$ cat config.mk
export PLATFORM = sky130hd
export DESIGN_NAME = alu_instr_encoder_flat
export DESIGN_NICKNAME = d
export VERILOG_FILES = /design/src/rtl/alu_instr_encoder_if.sv /design/src/rtl/alu_instr_encoder.sv /design/src/flat_wrapper.sv
export SDC_FILE = /design/constraint.sdc
export NUM_CORES = 1
export LEC_CHECK = 0
export CORE_MARGIN = 3
export CORE_UTILIZATION = 55
export CTS_CLUSTER_SIZE = 14
export DETAILED_ROUTE_END_ITERATION = 7
export MAX_ROUTING_LAYER = met4
export PLACE_DENSITY_LB_ADDON = 0.1
export SLEW_MARGIN = 30
export SYNTH_ARGS = -nofsm -noshare
export SYNTH_HDL_FRONTEND = slang
export SYNTH_SLANG_ARGS = --single-unit
$ cat constraint.sdc
create_clock -name clk -period 4.6 [get_ports clk]
set_input_delay 1.38 -clock clk [delete_from_list [all_inputs] [get_ports clk]]
set_output_delay 1.38 -clock clk [all_outputs]
set_load 0.02 [all_outputs]
$ cat src/rtl/alu_instr_encoder_if.sv
// Request/response bundle for the ALU instruction encoder: request fields in,
// encoded RV32I word plus illegal flag and illegal-request count out.
interface alu_instr_encoder_if;
    logic        in_valid;
    logic        in_ready;
    logic [3:0]  alu_ctrl;
    logic [4:0]  rd;
    logic [4:0]  rs1;
    logic [4:0]  rs2;
    logic        imm_sel;
    logic [11:0] imm;
    logic        out_valid;
    logic        out_ready;
    logic [31:0] instr;
    logic        illegal;
    logic [7:0]  illegal_cnt;

    modport master (
        output in_valid, alu_ctrl, rd, rs1, rs2, imm_sel, imm, out_ready,
        input  in_ready, out_valid, instr, illegal, illegal_cnt
    );

    modport slave (
        input  in_valid, alu_ctrl, rd, rs1, rs2, imm_sel, imm, out_ready,
        output in_ready, out_valid, instr, illegal, illegal_cnt
    );
endinterface

$ cat src/rtl/alu_instr_encoder.sv
// Encodes ALU operation requests into RV32I OP / OP-IMM words, buffered in a
// 2-entry FIFO of {instr, illegal} with a saturating illegal-request counter.
module alu_instr_encoder (
    input  logic                clk,
    input  logic                rst_n,
    alu_instr_encoder_if.slave  bus
);
    localparam logic [31:0] NOP = 32'h00000013;

    logic [1:0]  count_reg;
    logic [1:0]  count_next;
    logic        head_reg;
    logic        wr_idx;
    logic        in_ready_reg;
    logic [7:0]  illegal_cnt_reg;
    logic [32:0] mem_reg [2];
    logic        push;
    logic        pop;
    logic        out_valid;
    logic [2:0]  funct3;
    logic [6:0]  funct7;
    logic        is_shift;
    logic        enc_illegal;
    logic [31:0] enc_word;

    always_comb begin
        funct3      = 3'b000;
        funct7      = 7'b0000000;
        is_shift    = 1'b0;
        enc_illegal = 1'b0;
        enc_word    = NOP;
        case (bus.alu_ctrl)
            4'd0, 4'd1: funct3 = 3'b000;
            4'd2:       funct3 = 3'b111;
            4'd3:       funct3 = 3'b110;
            4'd4:       funct3 = 3'b100;
            4'd5:       begin funct3 = 3'b001; is_shift = 1'b1; end
            4'd6, 4'd7: begin funct3 = 3'b101; is_shift = 1'b1; end
            4'd8:       funct3 = 3'b010;
            4'd9:       funct3 = 3'b011;
            default:    enc_illegal = 1'b1;
        endcase
        if (bus.alu_ctrl == 4'd1 || bus.alu_ctrl == 4'd7)
            funct7 = 7'b0100000;
        // There is no SUBI in RV32I.
        if (bus.alu_ctrl == 4'd1 && bus.imm_sel)
            enc_illegal = 1'b1;
        if (!enc_illegal) begin
            if (!bus.imm_sel)
                enc_word = {funct7, bus.rs2, bus.rs1, funct3, bus.rd, 7'b0110011};
            else if (is_shift)
                enc_word = {funct7, bus.imm[4:0], bus.rs1, funct3, bus.rd, 7'b0010011};
            else
                enc_word = {bus.imm, bus.rs1, funct3, bus.rd, 7'b0010011};
        end
    end

    assign out_valid  = (count_reg != 2'd0);
    assign push       = bus.in_valid && in_ready_reg;
    assign pop        = out_valid && bus.out_ready;
    // Writing at head+occupancy makes push+pop at occupancy 1 land the new word at the new head.
    assign wr_idx     = head_reg ^ count_reg[0];
    assign count_next = count_reg + {1'b0, push} - {1'b0, pop};

    always_ff @(posedge clk or negedge rst_n) begin
        if (!rst_n) begin
            count_reg       <= 2'd0;
            head_reg        <= 1'b0;
            in_ready_reg    <= 1'b0;
            illegal_cnt_reg <= 8'd0;
            for (int i = 0; i < 2; i++)
                mem_reg[i] <= '0;
        end else begin
            count_reg    <= count_next;
            head_reg     <= head_reg ^ pop;
            in_ready_reg <= (count_next != 2'd2);
            if (push)
                mem_reg[wr_idx] <= {enc_word, enc_illegal};
            if (push && enc_illegal && illegal_cnt_reg != 8'hFF)
                illegal_cnt_reg <= illegal_cnt_reg + 8'd1;
        end
    end

    assign bus.in_ready    = in_ready_reg;
    assign bus.out_valid   = out_valid;
    assign bus.instr       = out_valid ? mem_reg[head_reg][32:1] : 32'h00000000;
    assign bus.illegal     = out_valid ? mem_reg[head_reg][0] : 1'b0;
    assign bus.illegal_cnt = illegal_cnt_reg;
endmodule

$ cat src/flat_wrapper.sv
// flat-port wrapper written by rule: the top's interface ports become plain ports
module alu_instr_encoder_flat 
  (clk, rst_n, bus_in_valid, bus_alu_ctrl, bus_rd, bus_rs1, bus_rs2, bus_imm_sel, bus_imm, bus_out_ready, bus_in_ready, bus_out_valid, bus_instr, bus_illegal, bus_illegal_cnt);
  alu_instr_encoder_if bus_i ();
  input  logic clk;
  input  logic rst_n;
  input wire logic [$bits(bus_i.in_valid)-1:0] bus_in_valid;
  input wire logic [$bits(bus_i.alu_ctrl)-1:0] bus_alu_ctrl;
  input wire logic [$bits(bus_i.rd)-1:0] bus_rd;
  input wire logic [$bits(bus_i.rs1)-1:0] bus_rs1;
  input wire logic [$bits(bus_i.rs2)-1:0] bus_rs2;
  input wire logic [$bits(bus_i.imm_sel)-1:0] bus_imm_sel;
  input wire logic [$bits(bus_i.imm)-1:0] bus_imm;
  input wire logic [$bits(bus_i.out_ready)-1:0] bus_out_ready;
  output wire logic [$bits(bus_i.in_ready)-1:0] bus_in_ready;
  output wire logic [$bits(bus_i.out_valid)-1:0] bus_out_valid;
  output wire logic [$bits(bus_i.instr)-1:0] bus_instr;
  output wire logic [$bits(bus_i.illegal)-1:0] bus_illegal;
  output wire logic [$bits(bus_i.illegal_cnt)-1:0] bus_illegal_cnt;
  assign bus_i.in_valid = bus_in_valid;
  assign bus_i.alu_ctrl = bus_alu_ctrl;
  assign bus_i.rd = bus_rd;
  assign bus_i.rs1 = bus_rs1;
  assign bus_i.rs2 = bus_rs2;
  assign bus_i.imm_sel = bus_imm_sel;
  assign bus_i.imm = bus_imm;
  assign bus_i.out_ready = bus_out_ready;
  assign bus_in_ready = bus_i.in_ready;
  assign bus_out_valid = bus_i.out_valid;
  assign bus_instr = bus_i.instr;
  assign bus_illegal = bus_i.illegal;
  assign bus_illegal_cnt = bus_i.illegal_cnt;
  alu_instr_encoder u_core (.clk(clk), .rst_n(rst_n), .bus(bus_i));
endmodule
==> impl_metrics.yaml, run 1 <==
run_status:
  outcome: "completed"
finish:
  fillers: 443
  drive_gt1_frac: 0.211
  largest_reg_flops: 56
  final_cell_mix: "clkdlybuf4s50_1, dfrtp_1, nor2_1"
  fin_area_sq_mm: 0.00448
  layout_commonest_cell: "clkdlybuf4s50_1"
  multi_input_area_sq_mm: 0.00173
  area_growth_pct: 24.1
  antenna_cells: 0
  regArea_sq_mm: 0.00170
  fin_nets: 434
route:
  wl_met2_um: 3540
  drt_wl_total_um: 7150
  drc_errors: 0
  maxUsedRoutingLayer: "met4"
  firstDrtPassIters: 4
  vias: 2523
  antenna_left: 0
  wire_per_inst_um: 15.1
  drt_iter0_markers: 94
  met1_length_um: 3170
  dr_wl_met3_um: 322
  via_per_inst: 5.33
placed_design:
  io_buffer_count: 75
  dp_hpwl_um: 4950
  gp_congestion: 0.801
  placed_area_sq_mm: 0.00433
floorplanning:
  ios: 79
  die_x_um: 87.1
  die_h_um: 87.1
  die_area_sq_mm: 0.00758
  core_sq_mm: 0.00613
  rows: 28
  start_util: 0.589
timing:
  min_period_over_period: 0.807
  max_slew.worst_pin.slew_ns: 0.943
  hold_viol: 0
  max_freq_mhz: 269
  rsz0062_at_grt: "no"
  post-route-min-period_ns: 3.71
  slew_headroom: 0.372
  fin_setup_tns_ns: 0
  clock_skew_ns: 0.00979
  holdWs_ns: 0.465
  slew_viol_final: 0
  finalSetupViolCount: 0
logic_synthesis:
  synth_area_leaders: "dfrtp_1, mux2_2, mux2i_1, nor2_1, o21ai_2"
  synthMuxAreaShare: 0.188
  synth_top_family_by_area: "multiplexers"
  ys_seq_area_frac: 0.471
  synth_fa_ha_area_frac: 0.0104
  yosysTopAreaCellShare: 0.471
  syn_inst: 331
  synthesis.area_sq_mm: 0.00361
  avgSynthCellArea_sq_um: 10.9
  synth_cell_type_count: 40
  ys_warn_count: 0
  synth.largest_area_cell: "dfrtp_1"
  ys_ff_latch: 68
  synthSimpleGateAreaFrac: 0.162
  synth_xor_area_frac: 0.0291
  synth_compound_gate_area_share: 0.0834
clocking:
  htreeDepth: 3
  cts_num_sinks: 68
  postCtsSetupBuffers: 0
  cts_hold_buf: 0
  cts_tree: "done"
  cts_buffers: 9
  cts_buffer_depth: 2
  clkLatencyLatePin_ns: 0.34
  cts_root_buffer: "clkbuf_8"
  post_cts_resized: 0
  path_clk_slew_ns: 0.07
min_path:
  holdPathEnd: "u_core.mem_reg[5]"
  hp-start: "u_core.mem_reg[5]"
  min_path_cells: 1
  hold_class: "reg -> reg"
global_route:
  grt_remaining_overflow: 0
  grt_max_degree: 69
  grt_pass1_wl_um: 12100
  gr-usage-all-layers: 0.212
  grt_pass1_vias: 2608
  grt_antenna_before_repair: 0
worst_setup_path:
  r2r_start: "u_core.head_reg"
  crit_arrival_ns: 2.33
  crit_type: "reg -> out"
  r2r_cells: 3
  cpLargestDelayFamily: "flip-flops"
  reg2reg_to: "u_core.mem_reg[6]"
  slowest_delay_ns: 0.99
  path_buf_inv: 1
  cp_slowest_cell: "dfrtp_2"
  r2r_setup_slack_ns: 2.09
  end_kind: "output pin"
  cp-start-kind: "flip-flop"
  cp_cell_sequence: "mux2i_1 -> nor2_1 -> clkdlybuf4s50_1"
  worstPathRequired_ns: 3.22
  crit_fanout: 31
pwr:
  powerDensity_mw_per_mm2: 662
  leakagePower_nw: 2.09
  peakVddDrop_uv: 458
job:
  max_cap_viol_count: 0
## synthesized netlist by cell type (all sizes together)
master / n
nor2: 43
a31oi: 1
o2111ai: 2
inv: 4
o32a: 1
and2b: 1
nand3: 4
o21ai: 23
nor4b: 1
nand2: 43
buf: 22
a211oi: 1
xnor2: 3
ha: 3
or2: 1
o21a: 1
mux2i: 33
dfrtp: 68
conb: 1
mux2: 31
nor2b: 7
a21o: 1
nor3: 2
o31a: 1
clkbuf: 6
and2: 3
xor2: 9
nor3b: 1
nand4: 1
nand2b: 5
nor4: 1
a21oi: 7
## layout make-up
cell class,count,share of cell area
inverter,4,0.00335
multi-input combinational,233,0.385
clock buffer,11,0.0315
clock inverter,3,0.00335
timing repair buffer,79,0.176
sequential,68,0.380
tap,75,0.0209
## per-layer routing
| metal | up-vias | GRT usage |
|---|---|---|
| li1 | 1240 | - |
| met1 | 1207 | 0.266 |
| met2 | 64 | 0.339 |
| met3 | 12 | 0.0350 |
| met4 | 0 | 0.0892 |
| met5 | - | - |
## how the worst max path moves through the flow
stage | from | endpoint | slack, ns | depth (start not counted)
finish | u_core.head_reg | bus_instr[0] | 0.89 | 3
global route | u_core.head_reg | bus_instr[0] | 0.78 | 3
CTS | u_core.head_reg | bus_instr[0] | 0.87 | 3
detailed placement | bus_in_valid | u_core.mem_reg[58] | 1.16 | 4
global placement | bus_in_valid | u_core.mem_reg[57] | 1.18 | 4
floorplan | u_core.head_reg | bus_instr[1] | 1.85 | 5
## where the power goes
group          internal (mW)  switching, mW  total (mW)
Sequential             0.844          0.217        1.06
Clock                  0.202          0.207       0.408
Combinational          0.741          0.758        1.50
## metrics by stage
step | setup WS, ns | util | cells | power (mW)
finish | 0.887 | 0.731 | 473 | 2.97
global route | 0.776 | 0.731 | 473 | 3.16
CTS | 0.866 | 0.731 | 473 | 3.00
detailed placement | 1.16 | 0.706 | 459 | 2.59
global placement | 1.18 | 0.706 | 459 | 2.54
floorplan | 1.85 | - | 333 | 2.03
## logic make-up (layout without fill, tap and decap cells)
group,Yosys count,after routing
AOI/OAI and AO/OA,38,38
other,1,3
adders and majority gates,3,3
muxes,64,64
xor gates and xnor gates,12,12
and+or+nand+nor,113,113
buffers and inverters,32,97
DFF,68,68
No activity file was read; power rests on OpenSTA's default activity.
==> run 2, diff against run 1 <==
- CORE_UTILIZATION: 55 -> 46
- clock period: 4.6 -> 3.3 ns (I/O delays scaled with it)
==> impl_metrics.yaml, run 2 (same netlist as run 1, synthesis figures left out) <==
global_route:
  grt_max_degree: 34
  grt_antenna_before_repair: 0
  grt_pass1_wl_um: 12000
  grt_remaining_overflow: 0
  grt_pass1_vias: 2490
  gr-usage-all-layers: 0.179
finish:
  final_cell_mix: "clkdlybuf4s50_1, dfrtp_1, nor2_1"
  multi_input_area_sq_mm: 0.00173
  drive_gt1_frac: 0.230
  fin_nets: 444
  fin_area_sq_mm: 0.00460
  antenna_cells: 0
  final_cells: 508
  largest_reg_flops: 56
  layout_commonest_cell: "clkdlybuf4s50_1"
  regArea_sq_mm: 0.00170
  fillers: 640
  area_growth_pct: 27.4
worst_setup_path:
  cp_cell_sequence: "buf_4 -> mux2i_1 -> nor2_1 -> clkdlybuf4s50_1"
  path_buf_inv: 2
  slowest_delay_ns: 0.65
  crit_fanout: 16
  crit_type: "reg -> out"
  cp-start-kind: "flip-flop"
  worstPathRequired_ns: 2.31
  cpLargestDelayFamily: "buffers and inverters"
  cp_slowest_cell: "dfrtp_2"
  crit_arrival_ns: 2.14
  end_kind: "output pin"
placed_design:
  placed_area_sq_mm: 0.00443
  dp_hpwl_um: 5560
  placedCellCount: 493
  io_buffer_count: 75
  gp_congestion: 0.731
run_status:
  outcome: "completed"
clocking:
  path_clk_slew_ns: 0.07
  cts_buffer_depth: 2
  cts_root_buffer: "clkbuf_8"
  clkLatencyLatePin_ns: 0.34
  cts_buffers: 9
  cts_num_sinks: 68
  cts_hold_buf: 0
  cts_tree: "done"
  postCtsSetupBuffers: 0
  htreeDepth: 3
  post_cts_resized: 0
timing:
  slew_headroom: 0.507
  holdWs_ns: 0.466
  max_freq_mhz: 320
  clock_skew_ns: 0.00878
  fin_setup_tns_ns: 0
  slew_viol_final: 0
  rsz0062_at_grt: "no"
  hold_viol: 0
  max_slew.worst_pin.slew_ns: 0.739
  post-route-min-period_ns: 3.13
  min_period_over_period: 0.948
  finalSetupViolCount: 0
pwr:
  internal-power_mw: 2.58
  peakVddDrop_uv: 485
  powerDensity_mw_per_mm2: 916
  power.share.clock: 0.140
  pwr-share-comb: 0.522
  p_seq_frac: 0.339
  switching_share: 0.389
  leakagePower_nw: 2.14
  netSwitchingPower_mw: 1.64
floorplanning:
  die_area_sq_mm: 0.00895
  core_sq_mm: 0.00745
  die_h_um: 94.6
  ios: 79
  die_x_um: 94.6
  start_util: 0.485
  rows: 31
route:
  wl_met2_um: 3620
  wire_per_inst_um: 14.4
  maxUsedRoutingLayer: "met4"
  vias: 2543
  drc_errors: 0
  drt_wl_total_um: 7310
  dr_wl_met3_um: 394
  firstDrtPassIters: 4
  drt_iter0_markers: 65
  via_per_inst: 5.01
  antenna_left: 0
  met1_length_um: 3210
min_path:
  hold_class: "reg -> reg"
job:
  max_cap_viol_count: 0
==> run 2: changes by cell type in the layout (fill, tap and decap cells not counted), sizes merged <==
cell,previous run,this run
clkbuf,11,13
clkinv,3,2
buf,5,15
==> run 2: path summary, 6_finish.rpt <==
| check | slack [ns] | startpoint | cells past startpoint | to |
|---|---|---|---|---|
| setup / recovery | 0.17 | u_core.head_reg | 4 | bus_instr[5] |
| hold / removal | 0.47 | u_core.mem_reg[5] | 1 | u_core.mem_reg[5] |
| setup reg to reg | 1.07 | u_core.count_reg[0] | 9 | u_core.bus.in_ready |
| hold reg to reg | 0.47 | u_core.mem_reg[5] | 1 | u_core.mem_reg[5] |
| max in group asynchronous | 1.90 | rst_n | 2 | u_core.mem_reg[30] |
| min in group asynchronous | 0.71 | rst_n | 1 | u_core.mem_reg[18] |
==> run 2: worst reg2reg max path: cells and delay by family, from the launching register on <==
| family | cells | cell delay [ns] |
|---|---|---|
| flops | 1 | 0.44 |
| fa+ha+maj | 2 | 0.45 |
| xor+xnor | 2 | 0.34 |
| simple gates | 3 | 0.61 |
| buf+inv | 2 | 0.27 |
==> run 2: power groups by stage <==
stage	combinational, mW	clock [mW]	sequential [mW]
floorplan	1.46	0	1.38
global placement	2.20	0	1.43
detailed placement	2.23	0	1.44
CTS	2.24	0.612	1.43
global route	2.39	0.642	1.48
finish	2.20	0.590	1.43
==> run 2: per-layer routing <==
layer  GRT usage  up-vias
li1            -     1255
met1       0.220     1214
met2       0.290       66
met3      0.0478        8
met4      0.0505        0
met5           -        -
==> run 2: layout make-up <==
cell class | count | area share
Multi-Input combinational cell | 233 | 0.375
Sequential cell | 68 | 0.370
Timing Repair Buffer | 89 | 0.188
Clock buffer | 13 | 0.0345
Tap cell | 99 | 0.0269
Inverter | 4 | 0.00326
Clock inverter | 2 | 0.00218
==> run 2: stage by stage <==
| step | util | setup slack (ns) | power [mW] |
|---|---|---|---|
| after global routing | 0.618 | 0.0397 | 4.51 |
| after global placement | 0.595 | 0.449 | 3.63 |
| after floorplan | - | 0.936 | 2.84 |
| after detailed placement | 0.595 | 0.439 | 3.68 |
| after CTS | 0.618 | 0.146 | 4.28 |
| final | 0.618 | 0.172 | 4.22 |
==> run 3, diff against run 2 <==
- CORE_UTILIZATION: 46 -> 51
- clock period: 3.3 -> 3.5 ns (I/O delays scaled with it)
==> impl_metrics.yaml, run 3 (same netlist as run 1, synthesis figures left out) <==
min_path:
  hp-start: "u_core.mem_reg[38]"
  holdPathEnd: "u_core.mem_reg[38]"
  min_path_cells: 1
  hold_class: "reg -> reg"
clocking:
  path_clk_slew_ns: 0.07
  cts_buffer_depth: 2
  post_cts_resized: 0
  htreeDepth: 3
  clkLatencyLatePin_ns: 0.34
  postCtsSetupBuffers: 0
  cts_hold_buf: 0
  cts_num_sinks: 68
  cts_buffers: 9
  cts_root_buffer: "clkbuf_8"
  cts_tree: "done"
global_route:
  grt_remaining_overflow: 0
  grt_pass1_wl_um: 12200
  grt_max_degree: 37
  grt_pass1_vias: 2568
  grt_antenna_before_repair: 0
  gr-usage-all-layers: 0.193
pwr:
  power.share.clock: 0.147
  powerDensity_mw_per_mm2: 868
  p_seq_frac: 0.331
  peakVddDrop_uv: 497
  internal-power_mw: 2.44
  leakagePower_nw: 2.14
  finalPower_mw: 4.00
  netSwitchingPower_mw: 1.56
  switching_share: 0.390
  pwr-share-comb: 0.522
run_status:
  outcome: "completed"
timing:
  post-route-min-period_ns: 3.05
  hold_viol: 0
  rsz0062_at_grt: "no"
  fin_setup_tns_ns: 0
  min_period_over_period: 0.871
  clock_skew_ns: 0.00656
  slew_viol_final: 0
  slew_headroom: 0.501
  max_freq_mhz: 328
  finalSetupViolCount: 0
  max_slew.worst_pin.slew_ns: 0.749
placed_design:
  placed_area_sq_mm: 0.00442
  io_buffer_count: 75
  dp_hpwl_um: 5190
  gp_congestion: 0.793
worst_setup_path:
  worstPathRequired_ns: 2.45
  path_buf_inv: 2
  cp_slowest_cell: "clkdlybuf4s50_1"
  r2r_setup_slack_ns: 1.45
  cp_cell_sequence: "buf_4 -> mux2i_1 -> nor2_1 -> clkdlybuf4s50_1"
  r2r_cells: 5
  crit_fanout: 10
  end_kind: "output pin"
  r2r_start: "u_core.head_reg"
  crit_arrival_ns: 2.00
  reg2reg_to: "u_core.mem_reg[47]"
  cp-start-kind: "flip-flop"
  crit_type: "reg -> out"
  slowest_delay_ns: 0.54
  cpLargestDelayFamily: "buffers and inverters"
route:
  maxUsedRoutingLayer: "met4"
  drt_iter0_markers: 123
  drt_wl_total_um: 7270
  firstDrtPassIters: 4
  wl_met2_um: 3550
  vias: 2574
  via_per_inst: 5.14
  antenna_left: 0
  met1_length_um: 3290
  dr_wl_met3_um: 259
  wire_per_inst_um: 14.5
  drc_errors: 0
floorplanning:
  rows: 30
  die_area_sq_mm: 0.00813
  ios: 79
  die_x_um: 90.2
  die_h_um: 90.2
  core_sq_mm: 0.00683
  start_util: 0.529
finish:
  fillers: 544
  largest_reg_flops: 56
  antenna_cells: 0
  final_cell_mix: "clkdlybuf4s50_1, dfrtp_1, nor2_1"
  layout_commonest_cell: "clkdlybuf4s50_1"
  drive_gt1_frac: 0.225
  area_growth_pct: 27.4
  fin_nets: 440
  fin_area_sq_mm: 0.00460
job:
  max_cap_viol_count: 0
==> run 3: cell count changes in the layout (fill, tap and decap cells not counted), sizes merged <==
cell,delta
buf,-4
==> run 3: power groups by stage <==
stage	registers (mW)	clock network, mW	logic, mW
4_1_cts	1.33	0.601	2.13
2_1_floorplan	1.30	0	1.37
5_1_grt	1.37	0.629	2.27
3_3_place_gp	1.32	0	2.08
3_5_place_dp	1.34	0	2.12
6_report	1.32	0.587	2.09
==> run 3: metal layers <==
metal,vias up,GRT usage
li1,1249,-
met4,0,0.0906
met2,62,0.307
met5,-,-
met3,17,0.0301
met1,1246,0.242
==> run 3: how the worst max path moves through the flow <==
stage | startpoint | endpoint | slack (ns) | depth (start not counted)
floorplan | u_core.head_reg | bus_instr[1] | 1.08 | 5
global placement | bus_alu_ctrl[1] | u_core.mem_reg[54] | 0.55 | 6
detailed placement | bus_alu_ctrl[1] | u_core.mem_reg[21] | 0.48 | 6
CTS | u_core.head_reg | bus_instr[26] | 0.44 | 4
global route | u_core.head_reg | bus_instr[23] | 0.36 | 4
finish | u_core.head_reg | bus_instr[26] | 0.45 | 4
==> run 3: worst register-to-register path: cells and delay by family, from the launching register on <==
| kind | cells | cell delay [ns] |
|---|---|---|
| buf+inv | 2 | 0.62 |
| flops | 1 | 0.50 |
| mux | 1 | 0.38 |
| simple gates | 1 | 0.26 |
| xor+xnor | 1 | 0.16 |
==> run 3: final cells by class <==
cell class              count  area, sq um  area share
well taps                  96          120      0.0261
clock buffers              13          169      0.0367
multi-input cells         233         1730       0.375
inverters                   4         15.0     0.00326
clock inverters             2         10.0     0.00217
flip-flops and latches     68         1700       0.370
repair buffers             85          858       0.186
==> run 3: per-stage QoR <==
step,worst slack (ns),utilization,cells,hold slack [ns]
5_1_grt,0.363,0.674,501,0.483
6_report,0.453,0.674,501,0.467
3_5_place_dp,0.482,0.648,486,0.454
3_3_place_gp,0.552,0.648,486,0.457
4_1_cts,0.445,0.674,501,0.470
2_1_floorplan,1.08,-,333,0.434
==> RTL change, RTL diff (settings of run 3) <==
Reset style: synchronous (`rst_n`), changed in one clocked block.
--- a/src/rtl/alu_instr_encoder.sv
+++ b/src/rtl/alu_instr_encoder.sv
@@ -63,5 +63,5 @@
     assign count_next = count_reg + {1'b0, push} - {1'b0, pop};
 
-    always_ff @(posedge clk or negedge rst_n) begin
+    always_ff @(posedge clk) begin
         if (!rst_n) begin
             count_reg       <= 2'd0;
Behaviour: differs if rst_n is asserted again (counterexample within 4 cycles, from zero or initial values and one cycle with rst_n low); with rst_n held inactive, the same outputs for 4 cycles.
==> RTL change against run 3 <==
Die area decreased by 5.6%. Synthesized cell count shrank 10%. Synthesized area decreased by 6.0%. Via count down 6.1%. Sequential cell count rose by 1. Final cell count down 8.6%. Clock skew shrank 2.2 ps. Largest cell class is now sequential cells. Critical path type unchanged. Routed wire length decreased by 8.6%. First-iteration DRC count fell by 23%. Cell area decreased by 3.5%. Worst setup slack got worse by 160 ps.
Power is not compared: it rests on default switching activity, and its combinational part moved more than twofold at a synthesized area within 25%.
==> RTL change: results (changes against run 3) <==
{| class="wikitable"
! Metric !! Value
|-
| Outcome || finished, final reports clean
|-
| Delay of the slowest cell on the worst path || 720 ps (+180 ps)
|-
| Adder-cell share of the synthesized area || 0.0110 (+0.000662)
|-
| Met1 demand-to-capacity share in global routing || 0.229 (-0.0125)
|-
| Fraction of area in registers || 0.433 (+0.0629)
|-
| Synth cell types || 46 (+15%)
|-
| Largest net degree at the start of global routing || 28 (-24%)
|-
| Worst hold path depth || 2 (+1)
|-
| Data-path buffer share of cell area in the final layout || 0.191 (+0.00503)
|-
| Half-perimeter wire length after detailed placement || 4770 um (-8.2%)
|-
| Worst reg2reg startpoint || u_core.count_reg[0]$_SDFF_PN0_
|-
| Highest net fanout along the worst path || 20 (+10)
|-
| Routability-driven placement congestion ratio || 0.819 (+3.2%)
|-
| Wirelength, routed || 6650 um (-8.6%)
|-
| Worst EP arrival || 2150 ps (+150 ps)
|-
| Endpoint of the worst hold path || u_core.mem_reg[0][2]$_SDFFE_PP1N_
|-
| Post-synthesis xor/xnor area fraction || 0.0129 (-0.0162)
|-
| Fraction of synthesized area in multiplexers || 0.112 (-0.0757)
|-
| Met2 global-route usage || 0.303 (-0.00398)
|-
| Worst hold path startpoint || u_core.mem_reg[0][2]$_SDFFE_PP1N_
|-
| Global-route wire length before repair || 10600 um (-14%)
|-
| Post-synthesis async set-or-reset flop share || 0 (-1.00)
|-
| Most area-consuming cells after synthesis || sky130_fd_sc_hd__edfxtp_1, sky130_fd_sc_hd__mux2i_1, sky130_fd_sc_hd__dfxtp_1
|-
| Layout cell share with drive strength beyond 1 || 0.0919 (-0.133)
|-
| Non-clk invs || 7 (+3)
|}
## RTL change: metrics by stage
step           total power [mW]  cells  setup slack [ps]  area, um^2  hold WS, ps
2_1_floorplan              1.68    300               864        3400          422
3_3_place_gp               2.11    442               352        4230          441
3_5_place_dp               2.12    442               281        4230          437
4_1_cts                    2.81    458               236        4440          454
5_1_grt                    2.93    458               128        4440          489
6_report                   2.78    458               297        4440          449
## RTL change: metal layers
layer | share of wire | wire, um
met3 | 0.074 | 492
met2 | 0.50 | 3300
met5 | 0 | 0
met4 | 0.012 | 78
met1 | 0.42 | 2780
## RTL change: worst max-delay path by stage
stage / end / slack [ps] / cells past startpoint
5_1_grt: bus_instr[22] / 130 / 4
3_3_place_gp: u_core.mem_reg[0][32]$_DFFE_PP_ / 350 / 5
3_5_place_dp: u_core.mem_reg[0][26]$_DFFE_PP_ / 280 / 5
4_1_cts: bus_instr[22] / 240 / 4
6_report: bus_instr[22] / 300 / 4
2_1_floorplan: u_core.mem_reg[1][0]$_DFFE_PP_ / 860 / 4
## RTL change: logic make-up after synthesis
| group | after synthesis |
|---|---|
| and+or+nand+nor | 134 |
| buffers and inverters | 27 |
| AOI/OAI and AO/OA | 21 |
| xor gates and xnor gates | 5 |
| adders and majority gates | 3 |
| other | 1 |
| DFF | 69 |
| muxes | 38 |
## RTL change: power by group through the flow
stage               Combinational [mW]  Sequential [mW]  Clock, mW
floorplan                        0.624             1.05          0
global placement                  1.02             1.09          0
detailed placement                1.03             1.10          0
CTS                               1.03             1.08      0.701
global route                      1.10             1.09      0.736
finish                            1.02             1.08      0.684
